`src/rtl/pipe_hazard_ctrl.sv`:
```
// pipe_hazard_ctrl
//   Hazard, bypass and stall controller for a 5-stage pipeline (IM, ID, EX, DM, WB).
//   The block keeps its own copy of the destination write carried by the
//   instructions in EX and DM. It compares the ID instruction's read ports
//   against those writes, then drives the source-mux bypass selects and the
//   stall, bubble and flush controls.
//
//   Parameters
//     AW  : register address width (2^AW registers)
//     NRP : read ports per instruction
//
//   Ports
//     clk, rst          : clock, synchronous active-high reset
//     id_valid          : ID holds a real instruction
//     id_re/id_raddr    : per-port read enable and address (port i at [i*AW +: AW])
//     id_we/id_waddr    : ID destination write
//     id_ld             : ID instruction is a load
//     flow_change_ID_EX : taken branch/jump resolved in EX
//     dm_wait           : data memory not ready; freezes the whole pipe
//     stall_*           : hold PC / pipeline registers
//     bubble_ID_EX      : load a NOP into ID/EX
//     flush_IM_ID       : load a NOP into IM/ID
//     byp_EX / byp_DM   : per-port bypass from the EX / DM result
//
//   Optional build macro
//     PIPE_HAZARD_R0_ZERO_EN : register 0 is hardwired zero and never matches.
//
//   Outputs are combinational from the tracked EX/DM state and the ID inputs.
//   The outputs have no valid/ready handshake. They are level controls that
//   apply to the current cycle.
module pipe_hazard_ctrl #(
  parameter int AW  = 4,
  parameter int NRP = 2
) (
  input  logic              clk,
  input  logic              rst,
  input  logic              id_valid,
  input  logic [NRP-1:0]    id_re,
  input  logic [NRP*AW-1:0] id_raddr,
  input  logic              id_we,
  input  logic [AW-1:0]     id_waddr,
  input  logic              id_ld,
  input  logic              flow_change_ID_EX,
  input  logic              dm_wait,
  output logic              stall_pc,
  output logic              stall_IM_ID,
  output logic              stall_ID_EX,
  output logic              stall_EX_DM,
  output logic              bubble_ID_EX,
  output logic              flush_IM_ID,
  output logic [NRP-1:0]    byp_EX,
  output logic [NRP-1:0]    byp_DM
);

  // Per-cycle action chosen from the priority rst > dm_wait > flow change > load-use.
  typedef enum logic [2:0] {
    ACT_NORMAL   = 3'd0,
    ACT_LOAD_USE = 3'd1,
    ACT_FLUSH    = 3'd2,
    ACT_WAIT     = 3'd3,
    ACT_RESET    = 3'd4
  } act_e;

  logic          ex_v_q, ex_we_q, ex_ld_q;
  logic [AW-1:0] ex_wa_q;
  logic          dm_v_q, dm_we_q;
  logic [AW-1:0] dm_wa_q;

  logic          ex_v_d, ex_we_d, ex_ld_d;
  logic [AW-1:0] ex_wa_d;
  logic          dm_v_d, dm_we_d;
  logic [AW-1:0] dm_wa_d;

  logic [NRP-1:0] m_ex;
  logic [NRP-1:0] m_dm;
  logic           lu;
  act_e           act;

  // Read-port matches against the in-flight writes.
  for (genvar i = 0; i < NRP; i++) begin : g_match
    logic [AW-1:0] raddr;
    logic          rd_ok;
    assign raddr = id_raddr[i*AW +: AW];
`ifdef PIPE_HAZARD_R0_ZERO_EN
    // r0 reads always return zero from the RF, so they never need a producer.
    // A nonzero raddr that equals wa also implies wa is nonzero.
    assign rd_ok = id_valid & id_re[i] & (raddr != '0);
`else
    assign rd_ok = id_valid & id_re[i];
`endif
    assign m_ex[i] = rd_ok & ex_v_q & ex_we_q & (raddr == ex_wa_q);
    assign m_dm[i] = rd_ok & dm_v_q & dm_we_q & (raddr == dm_wa_q);
  end

  // A load in EX has no data until DM, so a match on it needs one interlock cycle.
  assign lu = |(m_ex & {NRP{ex_ld_q}});

  always_comb begin
    act = ACT_NORMAL;
    if (rst)                    act = ACT_RESET;
    else if (dm_wait)           act = ACT_WAIT;
    else if (flow_change_ID_EX) act = ACT_FLUSH;
    else if (lu)                act = ACT_LOAD_USE;
  end

  // Control outputs.
  always_comb begin
    stall_pc     = 1'b0;
    stall_IM_ID  = 1'b0;
    stall_ID_EX  = 1'b0;
    stall_EX_DM  = 1'b0;
    bubble_ID_EX = 1'b0;
    flush_IM_ID  = 1'b0;
    byp_EX       = '0;
    byp_DM       = '0;
    if (act != ACT_RESET) begin
      // The youngest producer wins. A load in EX bypasses nothing.
      byp_EX = m_ex & ~{NRP{ex_ld_q}};
      byp_DM = m_dm & ~m_ex;
    end
    case (act)
      ACT_WAIT: begin
        stall_pc    = 1'b1;
        stall_IM_ID = 1'b1;
        stall_ID_EX = 1'b1;
        stall_EX_DM = 1'b1;
      end
      ACT_FLUSH: begin
        flush_IM_ID  = 1'b1;
        bubble_ID_EX = 1'b1;
      end
      ACT_LOAD_USE: begin
        stall_pc     = 1'b1;
        stall_IM_ID  = 1'b1;
        bubble_ID_EX = 1'b1;
      end
      default: ;
    endcase
  end

  // Tracked-state next value.
  always_comb begin
    ex_v_d  = ex_v_q;
    ex_we_d = ex_we_q;
    ex_wa_d = ex_wa_q;
    ex_ld_d = ex_ld_q;
    dm_v_d  = dm_v_q;
    dm_we_d = dm_we_q;
    dm_wa_d = dm_wa_q;
    case (act)
      ACT_RESET: begin
        ex_v_d  = 1'b0;
        ex_we_d = 1'b0;
        ex_wa_d = '0;
        ex_ld_d = 1'b0;
        dm_v_d  = 1'b0;
        dm_we_d = 1'b0;
        dm_wa_d = '0;
      end
      ACT_WAIT: ;  // whole pipe frozen
      ACT_FLUSH, ACT_LOAD_USE: begin
        // EX advances to DM, and a bubble enters EX.
        dm_v_d  = ex_v_q;
        dm_we_d = ex_we_q;
        dm_wa_d = ex_wa_q;
        ex_v_d  = 1'b0;
        ex_we_d = 1'b0;
        ex_wa_d = '0;
        ex_ld_d = 1'b0;
      end
      default: begin
        dm_v_d  = ex_v_q;
        dm_we_d = ex_we_q;
        dm_wa_d = ex_wa_q;
        ex_v_d  = id_valid;
        ex_we_d = id_we;
        ex_wa_d = id_waddr;
        ex_ld_d = id_ld;
      end
    endcase
  end

  always_ff @(posedge clk) begin
    // The reset values come from ACT_RESET in the next-state logic.
    ex_v_q  <= ex_v_d;
    ex_we_q <= ex_we_d;
    ex_wa_q <= ex_wa_d;
    ex_ld_q <= ex_ld_d;
    dm_v_q  <= dm_v_d;
    dm_we_q <= dm_we_d;
    dm_wa_q <= dm_wa_d;
  end

endmodule

```
`config.mk`:
```
export PLATFORM = sky130hd
export DESIGN_NAME = pipe_hazard_ctrl
export DESIGN_NICKNAME = d
export VERILOG_FILES = /design/src/rtl/pipe_hazard_ctrl.sv
export SDC_FILE = /design/constraint.sdc
export NUM_CORES = 1
export LEC_CHECK = 0
export CAP_MARGIN = 5
export CORE_ASPECT_RATIO = 0.75
export CORE_MARGIN = 3
export CORE_UTILIZATION = 42
export DETAILED_ROUTE_END_ITERATION = 8
export HOLD_SLACK_MARGIN = 0.08
export PLACE_DENSITY_LB_ADDON = 0.2
export SETUP_SLACK_MARGIN = 0.05
export SYNTH_ARGS = -nofsm -noshare
export SYNTH_HDL_FRONTEND = slang
export SYNTH_SLANG_ARGS = --single-unit
```
`constraint.sdc`:
```
create_clock -name clk -period 3.8 [get_ports clk]
set_input_delay 1.14 -clock clk [delete_from_list [all_inputs] [get_ports clk]]
set_output_delay 1.14 -clock clk [all_outputs]
set_load 0.01 [all_outputs]
```
==> impl_metrics.env <==
export IMPL_period_needed_ns=3.73
export IMPL_die_w_um=56.2
export IMPL_cts_clk_slew_worst_paths_ns=0.08
export IMPL_postCtsHoldBufs=0
export IMPL_rsz0062_at_grt="no"
export IMPL_portBuffers=30
export IMPL_power_density_mw_per_mm2=282
export IMPL_synthCells=73
export IMPL_synthAdderAreaFrac=0
export IMPL_core_sq_mm=0.00162
export IMPL_routedWlPerCell_um=15.0
export IMPL_p_total_uw=353
export IMPL_slew_violations=0
export IMPL_grt_pass1_wl_mm=3.33
export IMPL_end_kind="output port"
export IMPL_route_detailed_drc=0
export IMPL_tritoncts="yes"
export IMPL_finalCritPeriodShare=0.982
export IMPL_layout_nets=142
export IMPL_stdcell_area_sq_mm=0.00125
export IMPL_grt_overflow_total=0
export IMPL_synth_seq_area_share=0.492
export IMPL_wl_met1_um=826
export IMPL_area_delta_synth_final_pct=57.7
export IMPL_firstDrtPassIters=2
export IMPL_grt_max_degree=14
export IMPL_synth_simple_gate_area_frac=0.254
export IMPL_critPathKind="in2out"
export IMPL_synth_top_area_frac=0.492
export IMPL_ys_warn_count=0
export IMPL_synth_largest_area_cell="edfxtp_1"
export IMPL_avgSynthCellArea_sq_um=10.9
export IMPL_synth_top_family_by_area="simple AND/OR/NAND/NOR gates"
export IMPL_dpl_worst_slack_ns=-0.597
export IMPL_hpwlAfterDp_mm=1.57
export IMPL_post_route_util=0.772
export IMPL_cts_root_buffer="clkbuf_4"
export IMPL_setup_viol=0
export IMPL_drtIter0Drc=9
export IMPL_start_util=0.489
export IMPL_gp_congestion=0.813
export IMPL_place_area_sq_mm=0.00120
export IMPL_highest_layer="met4"
export IMPL_grt_antenna_before_repair=0
export IMPL_hold_violations=0
export IMPL_crit_required_ns=2.66
export IMPL_p_leak_nw=0.530
export IMPL_antenna_left=0
export IMPL_whs_path_depth=1
export IMPL_hold_path_class="reg2reg"
export IMPL_ys_seq_elements=13
export IMPL_vias_per_cell=4.94
export IMPL_die_h_um=43.6
export IMPL_maxSlewHeadroom=0.802
export IMPL_cp_max_fo=3
export IMPL_n_antenna_cell=0
export IMPL_vias=697
export IMPL_tightest_slew_ns=0.295
export IMPL_pin_count=31
export IMPL_ir_drop_uv=237
export IMPL_muxShareOfSynthArea=0
export IMPL_cts_buffers=3
export IMPL_cts_htree_levels=1
export IMPL_clockBufferDepth=2
export IMPL_start_kind="input pin"
export IMPL_status="finished clean"
export IMPL_worst_clock_skew_ns=0.00255
export IMPL_cts_sinks=13
export IMPL_r2r_cells=7
export IMPL_route_met3_wl_um=80
export IMPL_wl_met2_mm=1.14
export IMPL_drive_above_1_share=0.283
export IMPL_synth_compound_area_frac=0.0489
export IMPL_synth_xor_area_frac=0.177
export IMPL_fmax_mhz=268
export IMPL_ys_top_cells_by_area="edfxtp_1, nor2b_1, xnor2_1"
export IMPL_wl_mm=2.11
export IMPL_grt_pass1_vias=713
export IMPL_clk_latency_ns=0.28
export IMPL_grt_use_total=0.184
export IMPL_setup_slack_ns=0.0683
export IMPL_syn_nets=94
export IMPL_die_area_sq_mm=0.00245
export IMPL_row_count=12
export IMPL_synth_cell_types=18
export IMPL_netlist_area_sq_um=793
export IMPL_drv_cap=0
export IMPL_arrival_ns=2.59
critical path, stage by stage:
cell,delay [ns]
clkdlybuf4s15_1,0.20
xnor2_1,0.17
nand3_1,0.12
or4_4,0.57
nand2_2,0.09
a31o_4,0.17
buf_4,0.13
report_power, final:
| part | switching, mW | leakage, nW | internal [mW] |
|---|---|---|---|
| Combinational | 0.0347 | 0.371 | 0.0485 |
| Clock | 0.0473 | 0.0177 | 0.0391 |
| Sequential | 0.0104 | 0.141 | 0.173 |
| Total | 0.0924 | 0.530 | 0.260 |
cell type report:
cell class	instances	area [sq um]
Timing Repair Buffer	46	402
Clock buffer	3	22.5
Sequential cell	13	390
Tap cell	21	26.3
Multi-Input combinational cell	56	402
Inverter	1	3.75
Clock inverter	1	5.00
Fill cell	119	370
logic make-up (layout without fill, tap and decap cells):
logic type / after synthesis / in the layout
AND/OR/NAND/NOR: 37 / 37
XOR/XNOR: 16 / 16
flip-flops: 13 / 13
buffers and inverters: 4 / 51
AO/OA/AOI/OAI: 3 / 3
what timing repair did:
item                       4_1_cts  5_1_grt
setup buffers                    2        1
setup endpoints to repair       10        6
pin swaps                        6        9
gates resized for setup         36        9
state kept, by name (all words and copies together) (netlist names):
signal,flops
dm_we_q,1
ex_v_q,1
dm_wa_q,4
dm_v_q,1
ex_ld_q,1
ex_wa_q,4
ex_we_q,1
final timing paths:
path                             startpoint       end  slack, ns
worst max-delay path            id_raddr[3]  stall_pc       0.07
worst min-delay path                 ex_v_q    dm_v_q       0.59
worst max register to register   ex_wa_q[1]   ex_we_q       1.55
worst min register to register       ex_v_q    dm_v_q       0.59
metrics by stage:
step	std cells	setup TNS (ns)	hold WS, ns
after floorplan	73	0	0.536
after global placement	134	-3.03	0.550
after detailed placement	134	-3.26	0.574
after CTS	140	0	0.599
after global routing	141	0	0.632
final	141	0	0.593
synth_stat cells:
| master | instances |
|---|---|
| a31o_2 | 2 |
| clkbuf_1 | 1 |
| a31oi_4 | 1 |
| nor3_1 | 5 |
| nand3_1 | 3 |
| nor4_1 | 2 |
| xor2_1 | 8 |
| inv_1 | 1 |
| edfxtp_1 | 13 |
| nand4_1 | 1 |
| nand2b_1 | 1 |
| and2_1 | 1 |
| buf_4 | 2 |
| xnor2_1 | 8 |
| nor2b_1 | 13 |
| nand2_1 | 5 |
| nor2_1 | 5 |
| or4_4 | 1 |
cells in the final DEF (no fill, tap or decap), types with 2 or more instances in the layout:
cell type,instances
xor2_1,8
nor4_1,2
nor3_1,3
buf_4,15
nor2_1,5
buf_6,3
dlygate4sd2_1,4
nand2_1,4
nand3_1,3
buf_2,4
clkdlybuf4s15_1,2
xnor2_1,8
clkbuf_4,3
nor2b_1,13
dlymetal6s2s_1,2
nor3_2,2
clkdlybuf4s50_1,15
edfxtp_1,13
layer usage:
metal | vias up | track usage
met5 | - | 0
li1 | 347 | -
met2 | 18 | 0.312
met3 | 9 | 0.0625
met4 | 0 | 0.0806
met1 | 323 | 0.214
No activity file was read; power rests on OpenSTA's default activity.
